$ cat src/rtl/imem_boot_loader.sv
// imem_boot_loader: loads the instruction memory from an 8-bit byte stream.
// Frame format: header byte N (word count), then 4*N data bytes, with each
// word sent little-endian. The CPU is held on a NOP until a load finishes
// cleanly. While a load runs, the loader owns the write port. The fetch
// path is passed through whenever the core is released.
// Optional build macro IMEM_CHECKSUM_EN: after the data bytes, a trailer
// byte equal to the XOR of all data bytes is required (state CHK).
module imem_boot_loader #(
  parameter int unsigned DEPTH    = 32,
  parameter int unsigned ADDR_W   = 5,
  parameter logic [31:0] NOP_WORD = 32'h00000013
) (
  input  logic              clk,
  input  logic              reset,
  input  logic              reload,
  input  logic              rx_valid,
  input  logic [7:0]        rx_data,
  output logic              rx_ready,
  output logic              imem_we,
  output logic [ADDR_W-1:0] imem_waddr,
  output logic [31:0]       imem_wdata,
  input  logic [31:0]       pc,
  output logic [ADDR_W-1:0] imem_raddr,
  input  logic [31:0]       imem_rdata,
  output logic [31:0]       instr_out,
  output logic              cpu_hold,
  output logic              load_done,
  output logic              load_err
);

`ifdef IMEM_CHECKSUM_EN
  typedef enum logic [2:0] {ST_HDR, ST_DATA, ST_FLUSH, ST_CHK, ST_RUN, ST_ERR} state_t;
`else
  typedef enum logic [2:0] {ST_HDR, ST_DATA, ST_FLUSH, ST_RUN, ST_ERR} state_t;
`endif

  localparam logic [8:0] DEPTH_LIM = 9'(DEPTH);

  state_t              state;
  state_t              next_state;
  logic                armed;      // low only while in reset; keeps rx_ready low until the first clock after reset
  logic [7:0]          n_words;
  logic [ADDR_W-1:0]   word_cnt;
  logic [1:0]          byte_cnt;
  logic [23:0]         asm_word;   // the first three bytes of the current word, newest byte at the top
  logic                accept;
  logic                word_done;
  logic                last_word;
  logic                hdr_too_big;
  logic                unused_pc_bits;
`ifdef IMEM_CHECKSUM_EN
  logic [7:0]          chk_acc;
`endif

  assign accept         = rx_valid && rx_ready;
  assign word_done      = accept && (state == ST_DATA) && (byte_cnt == 2'd3);
  assign last_word      = (8'(word_cnt) == (n_words - 8'd1));
  assign hdr_too_big    = ({1'b0, rx_data} > DEPTH_LIM);
  assign unused_pc_bits = ^{pc[31:ADDR_W+2], pc[1:0]};

  // State register
  always_ff @(posedge clk or posedge reset) begin
    if (reset) begin
      state <= ST_HDR;
    end else begin
      state <= next_state;
    end
  end

  // Next-state logic
  always_comb begin
    next_state = state;
    case (state)
      ST_HDR: begin
        if (accept) begin
          if (rx_data == 8'd0) begin
`ifdef IMEM_CHECKSUM_EN
            next_state = ST_CHK;
`else
            next_state = ST_RUN;
`endif
          end else if (hdr_too_big) begin
            next_state = ST_ERR;
          end else begin
            next_state = ST_DATA;
          end
        end
      end
      ST_DATA: begin
        if (word_done && last_word) begin
          next_state = ST_FLUSH;
        end
      end
      ST_FLUSH: begin
`ifdef IMEM_CHECKSUM_EN
        next_state = ST_CHK;
`else
        next_state = ST_RUN;
`endif
      end
`ifdef IMEM_CHECKSUM_EN
      ST_CHK: begin
        if (accept) begin
          next_state = (rx_data == chk_acc) ? ST_RUN : ST_ERR;
        end
      end
`endif
      ST_RUN, ST_ERR: begin
        if (reload) begin
          next_state = ST_HDR;
        end
      end
      default: next_state = ST_HDR;
    endcase
  end

  // Output decode: handshake, hold and status follow the current state
  always_comb begin
    rx_ready   = 1'b0;
    cpu_hold   = (state != ST_RUN);
    load_done  = (state == ST_RUN);
    load_err   = (state == ST_ERR);
    imem_raddr = pc[ADDR_W+1:2];
    instr_out  = imem_rdata;
    case (state)
`ifdef IMEM_CHECKSUM_EN
      ST_HDR, ST_DATA, ST_CHK: rx_ready = armed;
`else
      ST_HDR, ST_DATA:         rx_ready = armed;
`endif
      default:                 rx_ready = 1'b0;
    endcase
    if (cpu_hold) begin
      instr_out = NOP_WORD;
    end
  end

  // Datapath: header latch, word assembly and the registered write port
  always_ff @(posedge clk or posedge reset) begin
    if (reset) begin
      armed      <= 1'b0;
      n_words    <= '0;
      word_cnt   <= '0;
      byte_cnt   <= '0;
      asm_word   <= '0;
      imem_we    <= 1'b0;
      imem_waddr <= '0;
      imem_wdata <= '0;
`ifdef IMEM_CHECKSUM_EN
      chk_acc    <= '0;
`endif
    end else begin
      armed   <= 1'b1;
      imem_we <= 1'b0;
      case (state)
        ST_HDR: begin
          if (accept) begin
            n_words  <= rx_data;
            word_cnt <= '0;
            byte_cnt <= '0;
`ifdef IMEM_CHECKSUM_EN
            chk_acc  <= '0;
`endif
          end
        end
        ST_DATA: begin
          if (accept) begin
            asm_word <= {rx_data, asm_word[23:8]};
            byte_cnt <= byte_cnt + 2'd1;
`ifdef IMEM_CHECKSUM_EN
            chk_acc  <= chk_acc ^ rx_data;
`endif
            // Write register is separate from asm_word so the next word's
            // first byte can be taken in the same cycle as this strobe.
            if (byte_cnt == 2'd3) begin
              imem_we    <= 1'b1;
              imem_waddr <= word_cnt;
              imem_wdata <= {rx_data, asm_word};
              word_cnt   <= word_cnt + ADDR_W'(1);
            end
          end
        end
        default: ;
      endcase
    end
  end

endmodule

$ cat config.mk
export PLATFORM = sky130hd
export DESIGN_NAME = imem_boot_loader
export DESIGN_NICKNAME = d
export VERILOG_FILES = /design/src/rtl/imem_boot_loader.sv
export SDC_FILE = /design/constraint.sdc
export NUM_CORES = 1
export LEC_CHECK = 0
export ABC_AREA = 1
export ABC_CLOCK_PERIOD_IN_PS = 3900
export CAP_MARGIN = 20
export CORE_MARGIN = 2
export CORE_UTILIZATION = 46
export CTS_CLUSTER_DIAMETER = 80
export CTS_CLUSTER_SIZE = 28
export DETAILED_ROUTE_END_ITERATION = 12
export PLACE_DENSITY = 0.95
export SKIP_CTS_REPAIR_TIMING = 1
export SYNTH_ARGS = -nofsm -noshare
export SYNTH_HDL_FRONTEND = slang
export SYNTH_SLANG_ARGS = --single-unit
export TNS_END_PERCENT = 100
$ cat constraint.sdc
create_clock -name clk -period 3.9 [get_ports clk]
set_input_delay 0.78 -clock clk [delete_from_list [all_inputs] [get_ports clk]]
set_output_delay 0.78 -clock clk [all_outputs]
set_load 0.02 [all_outputs]
## Word level (Yosys, flattened, before mapping)

Index checks and enable logic that the tools add are counted.

- Word-level logic and storage cells: 58
- Bits of input ports: 76
- Flip-flop bits (word level): 81
- Output and inout bits: 79

- Add/subtract/negate cells: 3
- $lt $le $gt $ge: 1
- Equal/unequal tests: 12
- Multiplexer cells: 18
- Reduce and logical (&&, ||, !) cells: 15

Operators with widths:

| operator | number |
|---|---|
| 32-bit two-way mux | 1 |
| 3-bit two-way mux | 5 |
| 5-bit two-way mux | 3 |
| 3-bit one-hot mux with 4 select lines | 1 |
| 5-bit one-hot mux with 2 select lines | 1 |
| 3-bit AND reduction | 3 |
| 5-bit by 8-bit equality test with 1-bit output | 1 |
| 8-bit by 6-bit greater-than comparator with 1-bit output (second input constant) | 1 |
| 8-bit zero test | 1 |
| 8-bit by 1-bit subtractor with 8-bit output (second input constant) | 1 |
| 3-bit by 2-bit equality test with 1-bit output (second input constant) | 2 |
| 2-bit != test (second input constant) | 3 |
| 5-bit by 1-bit adder with 5-bit output (second input constant) | 1 |
| 1-bit logical AND | 4 |
| 1-bit two-way mux | 4 |
| 2-bit two-way mux | 2 |
| 2-bit by 1-bit != test with 1-bit output (second input constant) | 2 |
| 2-bit one-hot mux with 2 select lines | 1 |
| 2-bit AND reduction | 2 |
| 4-bit AND reduction | 1 |
| 2-bit OR reduction | 2 |
| 3-bit by 1-bit equality test with 1-bit output (second input constant) | 1 |
| 3-bit equality test (second input constant) | 1 |
| 3-bit zero test | 1 |
| other kinds (4) | 4 |

## Longest topological paths before layout

Gate-level depths: netlist (run 1).

- Depth in word-level cells: 9
- Mapped depth: 14
- Mapped depth without buffers: 14

## Least setup slack after synthesis (run 1)

OpenSTA, ideal clock, no wires.

- Path type: reg2out
- From: register state[0]
- To: output port instr_out[22]
- Buffers on the path: 2
- Required time: 3.120 ns
- Arrival: 1.329 ns
- Stages on the path, launching flop included: 5
- Path slack: 1.791 ns
- Cells stage by stage: dfrtp_1 > buf_2 > nand3_1 > clkbuf_1 > nor2_1

- Cells in the longest elaborated chain, start to end: 2

Ends and longest elaborated chain:

| what | line | source |
|---|---|---|
| start: declaration | 39 | `state_t state;` |
| start signal: assignment | 66 | `state <= next_state;` |
| 3-bit by 2-bit != test with 1-bit output | 120 | `cpu_hold = (state != ST_RUN);` |
| named net cpu_hold | 26 | `output logic cpu_hold,` |
| 32-bit two-way mux | 133 | `if (cpu_hold) begin` |
| end: declaration | 25 | `output logic [31:0] instr_out,` |

The timed path passes the listed nets, and every way through them passes these cells.

## Worst setup path in the final report (run 1)

- From: register state[0]
- To: output port instr_out[0]

- Cells in the longest elaborated chain, start to end: 2

Ends and longest elaborated chain:

| what | line |
|---|---|
| 3-bit by 2-bit != test with 1-bit output | 120 |
| 32-bit two-way mux | 133 |

No other way between the ends.

==> qor_table.md, run 1 <==
| Quantity | Value |
|:---|:---|
| Largest cells by area after synthesis | sky130_fd_sc_hd__dfrtp_1 (55%), sky130_fd_sc_hd__nand2_1 (14%), sky130_fd_sc_hd__inv_1 (7.0%) |
| DPL Wire Length | 6780 um |
| Power density over the cells | 477 mW/mm^2 |
| Unrepaired setup endpoints after global routing | no |
| Ratio of final minimum period to clock period | 0.754 |
| Combined area of all synthesized cells | 0.00372 sq mm |
| Worst Path Required | 3.12 ns |
| Layout Area Growth over Synthesis | 39.7% |
| Iter 0 DRT Violations | 190 |
| Die Area | 0.00881 sq mm |
| Wire length per cell | 13.4 um |
| Top-Level Pins | 155 |
| Total number of vias | 3,288 |
| Maximum net fanout on the critical path | 34 |
| Cell Chain, Critical Path | nand3_1 -> buf_4 -> or2_2 -> clkdlybuf4s50_1 |
| Number of standard-cell rows in the floorplan | 32 |
| Global-route wire length before repair | 14,900 um |
| Clock tree sinks | 81 |
| Slowest stage delay, CP | 0.60 ns |
| Top cell type by total area after synthesis | sky130_fd_sc_hd__dfrtp_1 |
| Synth Area in XOR/XNOR | 0.00606 |
| Sequential cell area fraction in the yosys report | 0.545 |
| Arithmetic-cell share of the synthesized area counting full adders, half adders and majority gates | 0.0101 |
| H-tree levels | 3 |
| Latest clock arrival within the worst-skew pair | 0.35 ns |
| Worst Tran Pin Value | 0.740 ns |
| Startpoint of the worst-slack reg-to-reg timing path | state[0] |
| Worst reg-to-reg path cell count | 10 |
| Met3 Use GR | 0.0506 |
| Total CTS buffers | 9 |
| Placer congestion estimate | 0.837 |
| Post-synthesis compound-gate area fraction | 0.0852 |
| Post-Place Cells | 658 |
| Fraction of layout instances using a drive strength above 1 | 0.0647 |
| DRT Pass-1 Iters | 4 |
| Area of the core | 0.00777 sq mm |
| Cell with the largest stage delay on the worst path | sky130_fd_sc_hd__dfrtp_1 |
| Class of the worst hold path | register to register |
| Initial core utilization | 0.478 |
| Busiest layer in global routing | met2 |
| Number of nets with antenna violations after detailed routing | 0 |
| Chip width | 93.9 um |
| Finished Cell Area | 0.00519 sq mm |
| Fin Clk Skew | 0.00601 ns |
| PortBufs | 117 |
| Hold EP | imem_waddr[3] |
| Number of global-route vias before repair | 3,233 |
| Cell count after synthesis | 455 |
| Max Clock Freq | 340 MHz |
| CTS tree | built |
| Number of setup violations in the final report | 0 |
| Area fraction in and, or, nand and nor cells after synthesis | 0.249 |
| Placed instance area | 0.00495 sq mm |
| Top cell type's share of synthesized area | 0.545 |
| Final Critical Period | 2.94 ns |
| Met2 track utilization from global routing | 0.378 |
| Number of antenna violations at the first check in global routing | 0 |
| Root Buffer | sky130_fd_sc_hd__clkbuf_8 |
| Yosys cell types | 31 |
| Leading cell type in the layout, fill and taps excluded | sky130_fd_sc_hd__nand2_1 |
| DRC | 0 |
| Die Y | 93.9 um |
| Worst setup EP type | primary output |
| Wire length reported by the detailed router | 9050 um |
| Worst Path Arrival | 2.16 ns |
| Kind of start point of the critical path | register |
| Clock transition at the register clock pins on the worst setup and hold paths after CTS | 0.08 ns |
| Post-Syn Area per Cell | 8.17 sq um |
| Vias per cell | 4.88 |
| Classification of the worst setup path | register to primary output |
| Hold path cells | 2 |
| Result of the run | completed |
| Non-filler cells, final | 674 |
| Count of maximum capacitance violations | 0 |
| Reg-to-reg slack, setup | 1.62 ns |
| Synth Warn # | 0 |
| Pin count of the biggest net entering global routing | 45 |
| Multiplexer share of the synthesized area | 0 |
| Most frequent cells in the layout | sky130_fd_sc_hd__nand2_1 (137), sky130_fd_sc_hd__clkdlybuf4s50_1 (117), sky130_fd_sc_hd__dfrtp_1 (81) |
| Largest family of logic cells by synthesized area | simple AND/OR/NAND/NOR gates |
| Startpoint of the worst hold path | imem_waddr[3] |
| Number of endpoints with negative hold slack in the final report | 0 |
| Relative max-transition margin | 0.506 |
| Worst-case clock buffer depth | 2 |
| GRT overflow | 0 |
| Critical R2R Capture | word_cnt[4] |
| Met1 global-route usage | 0.271 |
| Number of diodes added for antenna fixing | 0 |
| Peak supply drop | 0.300 mV |
| Count of fill cells added during filler insertion | 628 |
| Yosys reg bits | 81 |
| Leakage | 2.58 nW |
| Net count after synthesis | 534 |
| Setup_tns | 0 ns |
| Number of nets at the end of the flow | 646 |
| Number of max-slew violations in the final report | 0 |
| All-Layer GR Usage | 0.217 |
[cell usage after synthesis (all sizes together)]
cell,number
nor3b,1
xnor3,1
buf,12
o21bai,1
nand3,12
nand3b,1
a21oi,3
clkbuf,10
o21ai,57
nor3,5
conb,1
and3,1
or2,4
nand4,3
nand2,140
inv,71
a22o,1
dfrtp,81
nor2,46
nor4,1
ha,3
[power breakdown]
part / internal, mW / switching, mW / leakage (nW) / total (mW)
Clock: 0.442 / 0.296 / 0.120 / 0.738
Combinational: 0.244 / 0.375 / 1.38 / 0.619
Sequential: 1.00 / 0.114 / 1.08 / 1.12
Total: 1.69 / 0.785 / 2.58 / 2.47
[logic make-up (layout without fill, tap and decap cells)]
| kind of cell | Yosys count | after routing |
|---|---|---|
| xor+xnor | 1 | 1 |
| flops | 81 | 81 |
| simple gates | 214 | 214 |
| compound gates | 62 | 62 |
| fa+ha+maj | 3 | 3 |
| other cells | 1 | 1 |
| buf+inv | 93 | 210 |
[worst max path at each step]
stage                         from             to  slack (ns)  cells past startpoint
after floorplan              reset          armed        1.04                      1
after global placement    rx_valid    word_cnt[4]        0.99                     10
after detailed placement  rx_valid    word_cnt[4]        0.87                     11
after CTS                 state[0]  instr_out[16]        0.93                      4
after global routing      state[0]   instr_out[0]        0.83                      4
final                     state[0]   instr_out[0]        0.96                      4
[worst max-delay path, delay by kind of cell, from the launching register on]
| kind | cells | cell delay (ns) |
|---|---|---|
| DFF | 1 | 0.60 |
| buffers and inverters | 2 | 0.80 |
| and+or+nand+nor | 2 | 0.42 |
[per-layer routing]
metal / part of all wire / vias up
met2: 0.52 / 126
met5: 0 / -
met1: 0.41 / 1550
li1: - / 1605
met4: 0.011 / 0
met3: 0.064 / 7
[through the flow]
step	setup WS, ns	hold slack [ns]	utilization	power, mW
final	0.959	0.477	0.668	2.47
after global routing	0.831	0.507	0.668	2.63
after CTS	0.931	0.479	0.668	2.49
after detailed placement	0.868	0.459	0.637	1.75
after global placement	0.993	0.453	0.637	1.70
after floorplan	1.04	0.449	-	1.55
[cell type report]
class / count / area [sq um] / area share
Multi-Input combinational cell: 281 / 1310 / 0.252
Clock inverter: 5 / 103 / 0.0198
Sequential cell: 81 / 2030 / 0.390
Clock buffer: 11 / 141 / 0.0272
Tap cell: 102 / 128 / 0.0246
Inverter: 71 / 270 / 0.0520
Timing Repair Buffer: 123 / 1220 / 0.234
[registers in the layout (all words and copies together) (netlist names)]
signal,cells
asm_word,24
word_cnt,5
armed,1
imem_waddr,5
byte_cnt,2
n_words,8
state,3
imem_wdata,32
imem_we,1
Note: power is estimated with default switching activity, not from simulation.
==> inputs of run 2 (changes only) <==
- ABC_CLOCK_PERIOD_IN_PS: 3900 -> 2700
- CORE_UTILIZATION: 46 -> 39
- PLACE_DENSITY: 0.95 -> 0.89
- clock period: 3.9 -> 2.7 ns (I/O delays scaled with it)
==> run 2 against run 1 <==
Cell count up 4.3%. Critical path depth up 1. Clock skew up 0.0062 ns. Largest power group unchanged. Utilization down 10 points. Sequential cell count unchanged. First-iteration DRC count down 19%. Critical endpoint is now instr_out[3].
==> qor_table.md, run 2 (synthesized netlist as in run 1, its figures left out) <==
| Quantity | Value | Change |
|:---|:---|:---|
| Result of the run | completed | unchanged |
| Die Area | 0.0103 sq mm | was 0.00881 sq mm |
| DPL Wire Length | 6660 um | was 6780 um |
| Fin worst setup slack | 0.141 ns | was 0.959 ns |
| DRT Pass-1 Iters | 4 | unchanged |
| Chip width | 102 um | was 93.9 um |
| Clock transition at the register clock pins on the worst setup and hold paths after CTS | 0.08 ns | about the same |
| Final Power | 3.40 mW | was 2.47 mW |
| Crit path buffers/inverters | 3 | was 2 |
| Slowest stage delay, CP | 0.63 ns | was 0.60 ns |
| Worst Path Arrival | 2.02 ns | was 2.16 ns |
| Wire length reported by the detailed router | 8810 um | was 9050 um |
| Number of max-slew violations in the final report | 0 | unchanged |
| Worst-case clock buffer depth | 2 | unchanged |
| Met2 track utilization from global routing | 0.310 | was 0.378 |
| Classification of the worst setup path | register to primary output | unchanged |
| Initial core utilization | 0.402 | was 0.478 |
| Count of maximum capacitance violations | 0 | unchanged |
| Met1 global-route usage | 0.223 | was 0.271 |
| Vias per cell | 4.59 | was 4.88 |
| Power density over the cells | 651 mW/mm^2 | was 477 mW/mm^2 |
| Maximum net fanout on the critical path | 34 | unchanged |
| Switching power of the nets | 1.15 mW | was 0.785 mW |
| Largest registers | imem_wdata: 32 flops, asm_word: 24 flops, n_words: 8 flops | unchanged |
| PortBufs | 117 | unchanged |
| Class of the worst hold path | register to register | unchanged |
| All-Layer GR Usage | 0.183 | was 0.217 |
| Latest clock arrival within the worst-skew pair | 0.36 ns | was 0.35 ns |
| Cell Chain, Critical Path | inv_1 -> nand3_1 -> buf_6 -> nor2_1 -> clkdlybuf4s50_1 | was nand3_1 -> buf_4 -> or2_2 -> clkdlybuf4s50_1 |
| Root Buffer | sky130_fd_sc_hd__clkbuf_8 | unchanged |
| Fraction of layout instances using a drive strength above 1 | 0.0697 | was 0.0647 |
| Placer congestion estimate | 0.829 | was 0.837 |
| Ratio of final minimum period to clock period | 0.948 |  |
| Layout Area Growth over Synthesis | 40.6% | was 39.7% |
| Worst Path Required | 2.16 ns | was 3.12 ns |
| Relative max-transition margin | 0.664 | was 0.506 |
| H-tree levels | 3 | unchanged |
| GRT overflow | 0 | unchanged |
| Pin count of the biggest net entering global routing | 55 | was 45 |
| Number of antenna violations at the first check in global routing | 0 | unchanged |
| Kind of start point of the critical path | register | unchanged |
| Number of endpoints with negative hold slack in the final report | 0 | unchanged |
| Fin Clk Skew | 0.0122 ns | was 0.00601 ns |
| Count of fill cells added during filler insertion | 787 | was 628 |
| Number of nets at the end of the flow | 648 | was 646 |
| Cell with the largest stage delay on the worst path | sky130_fd_sc_hd__clkdlybuf4s50_1 | was sky130_fd_sc_hd__dfrtp_1 |
| Clock tree sinks | 81 | unchanged |
| Most frequent cells in the layout | sky130_fd_sc_hd__nand2_1 (137), sky130_fd_sc_hd__clkdlybuf4s50_1 (113), sky130_fd_sc_hd__dfrtp_1 (81) | was sky130_fd_sc_hd__nand2_1 (137), sky130_fd_sc_hd__clkdlybuf4s50_1 (117), sky130_fd_sc_hd__dfrtp_1 (81) |
| Largest register FFs | 32 | unchanged |
| Switching Fraction | 0.340 | was 0.317 |
| Worst setup EP type | primary output | unchanged |
| Worst Tran Pin Value | 0.503 ns | was 0.740 ns |
| Setup_tns | 0 ns | unchanged |
| Number of diodes added for antenna fixing | 0 | unchanged |
| Global-route wire length before repair | 14,800 um | was 14,900 um |
| Busiest layer in global routing | met2 | unchanged |
| Final Critical Period | 2.56 ns |  |
| Number of setup violations in the final report | 0 | unchanged |
| Wire length per cell | 12.5 um | was 13.4 um |
| Number of nets with antenna violations after detailed routing | 0 | unchanged |
| Peak supply drop | 0.274 mV | was 0.300 mV |
| Leakage | 2.59 nW | was 2.58 nW |
| Number of standard-cell rows in the floorplan | 35 | was 32 |
| Worst path top cell family by delay | buffers and inverters | unchanged |
| CTS tree | built | unchanged |
| Die Y | 102 um | was 93.9 um |
| Final core utilization | 0.565 | was 0.668 |
| Total number of vias | 3,228 | was 3,288 |
| Worst slack at placement | 0.288 ns | was 0.868 ns |
| Comb power frac | 0.266 | was 0.250 |
| Final-layout worst hold slack | 0.476 ns | was 0.477 ns |
| Max Clock Freq | 391 MHz |  |
| Iter 0 DRT Violations | 153 | was 190 |
| Met3 Use GR | 0.0538 | was 0.0506 |
| Internal power component | 2.24 mW | was 1.69 mW |
| Top-Level Pins | 155 | unchanged |
| Total CTS buffers | 9 | unchanged |
| Number of global-route vias before repair | 3,276 | was 3,233 |
| Area of the core | 0.00924 sq mm | was 0.00777 sq mm |
| Largest Register | imem_wdata | unchanged |
| Clock share of power | 0.264 | was 0.298 |
| Proportion of power drawn by flip-flops and latches | 0.469 | was 0.452 |
| DRC | 0 | unchanged |
| Leading cell type in the layout, fill and taps excluded | sky130_fd_sc_hd__nand2_1 | unchanged |
## run 2: path summary, 6_finish.rpt
check                      cells after the start             end     startpoint  slack (ns)
min reg2reg                                    2   imem_wdata[3]  imem_wdata[3]        0.48
min in group asynchronous                      2  imem_wdata[10]          reset        0.52
max in group asynchronous                      3        state[0]          reset        1.55
max                                            5    instr_out[3]       state[2]        0.14
max reg2reg                                   11        state[2]       state[1]        0.85
min                                            2   imem_wdata[3]  imem_wdata[3]        0.48
## run 2: cell type report
| class | instances | area, sq um | share of cell area |
|---|---|---|---|
| Clock buffer | 9 | 124 | 0.0237 |
| Clock inverter | 7 | 77.6 | 0.0148 |
| Inverter | 71 | 270 | 0.0517 |
| Multi-Input combinational cell | 281 | 1310 | 0.250 |
| Sequential cell | 81 | 2030 | 0.388 |
| Tap cell | 129 | 161 | 0.0309 |
| Timing Repair Buffer | 125 | 1260 | 0.241 |
## run 2: worst reg2reg max path: stages (launching register included)
cell and delay, ns:
sky130_fd_sc_hd__dfrtp_1 0.48, sky130_fd_sc_hd__nor2_4 0.16, sky130_fd_sc_hd__nand4_4 0.10, sky130_fd_sc_hd__nor2_2 0.17
sky130_fd_sc_hd__buf_4 0.21, sky130_fd_sc_hd__nand3_1 0.09, sky130_fd_sc_hd__nor2_1 0.10, sky130_fd_sc_hd__nand3_1 0.09
sky130_fd_sc_hd__nand2_1 0.13, sky130_fd_sc_hd__nand2_1 0.10, sky130_fd_sc_hd__nand2_1 0.07, sky130_fd_sc_hd__nand2_1 0.05
## run 2: metrics by stage
| step | area [sq um] | instances |
|---|---|---|
| floorplan | 3720 | 455 |
| global placement | 5010 | 687 |
| detailed placement | 5010 | 687 |
| CTS | 5210 | 703 |
| global route | 5230 | 703 |
| finish | 5230 | 703 |
## run 2: metal layers
| metal | up-vias | part of all wire |
|---|---|---|
| met5 | - | 0 |
| met4 | 0 | 0.0079 |
| met3 | 8 | 0.072 |
| met2 | 129 | 0.50 |
| met1 | 1478 | 0.42 |
| li1 | 1613 | - |
## run 2: power by group through the flow
stage	clock network (mW)	registers, mW	logic, mW
2_1_floorplan	0	1.58	0.655
4_1_cts	0.918	1.60	0.918
6_report	0.899	1.60	0.905
3_3_place_gp	0	1.60	0.868
5_1_grt	0.979	1.63	1.05
3_5_place_dp	0	1.62	0.911
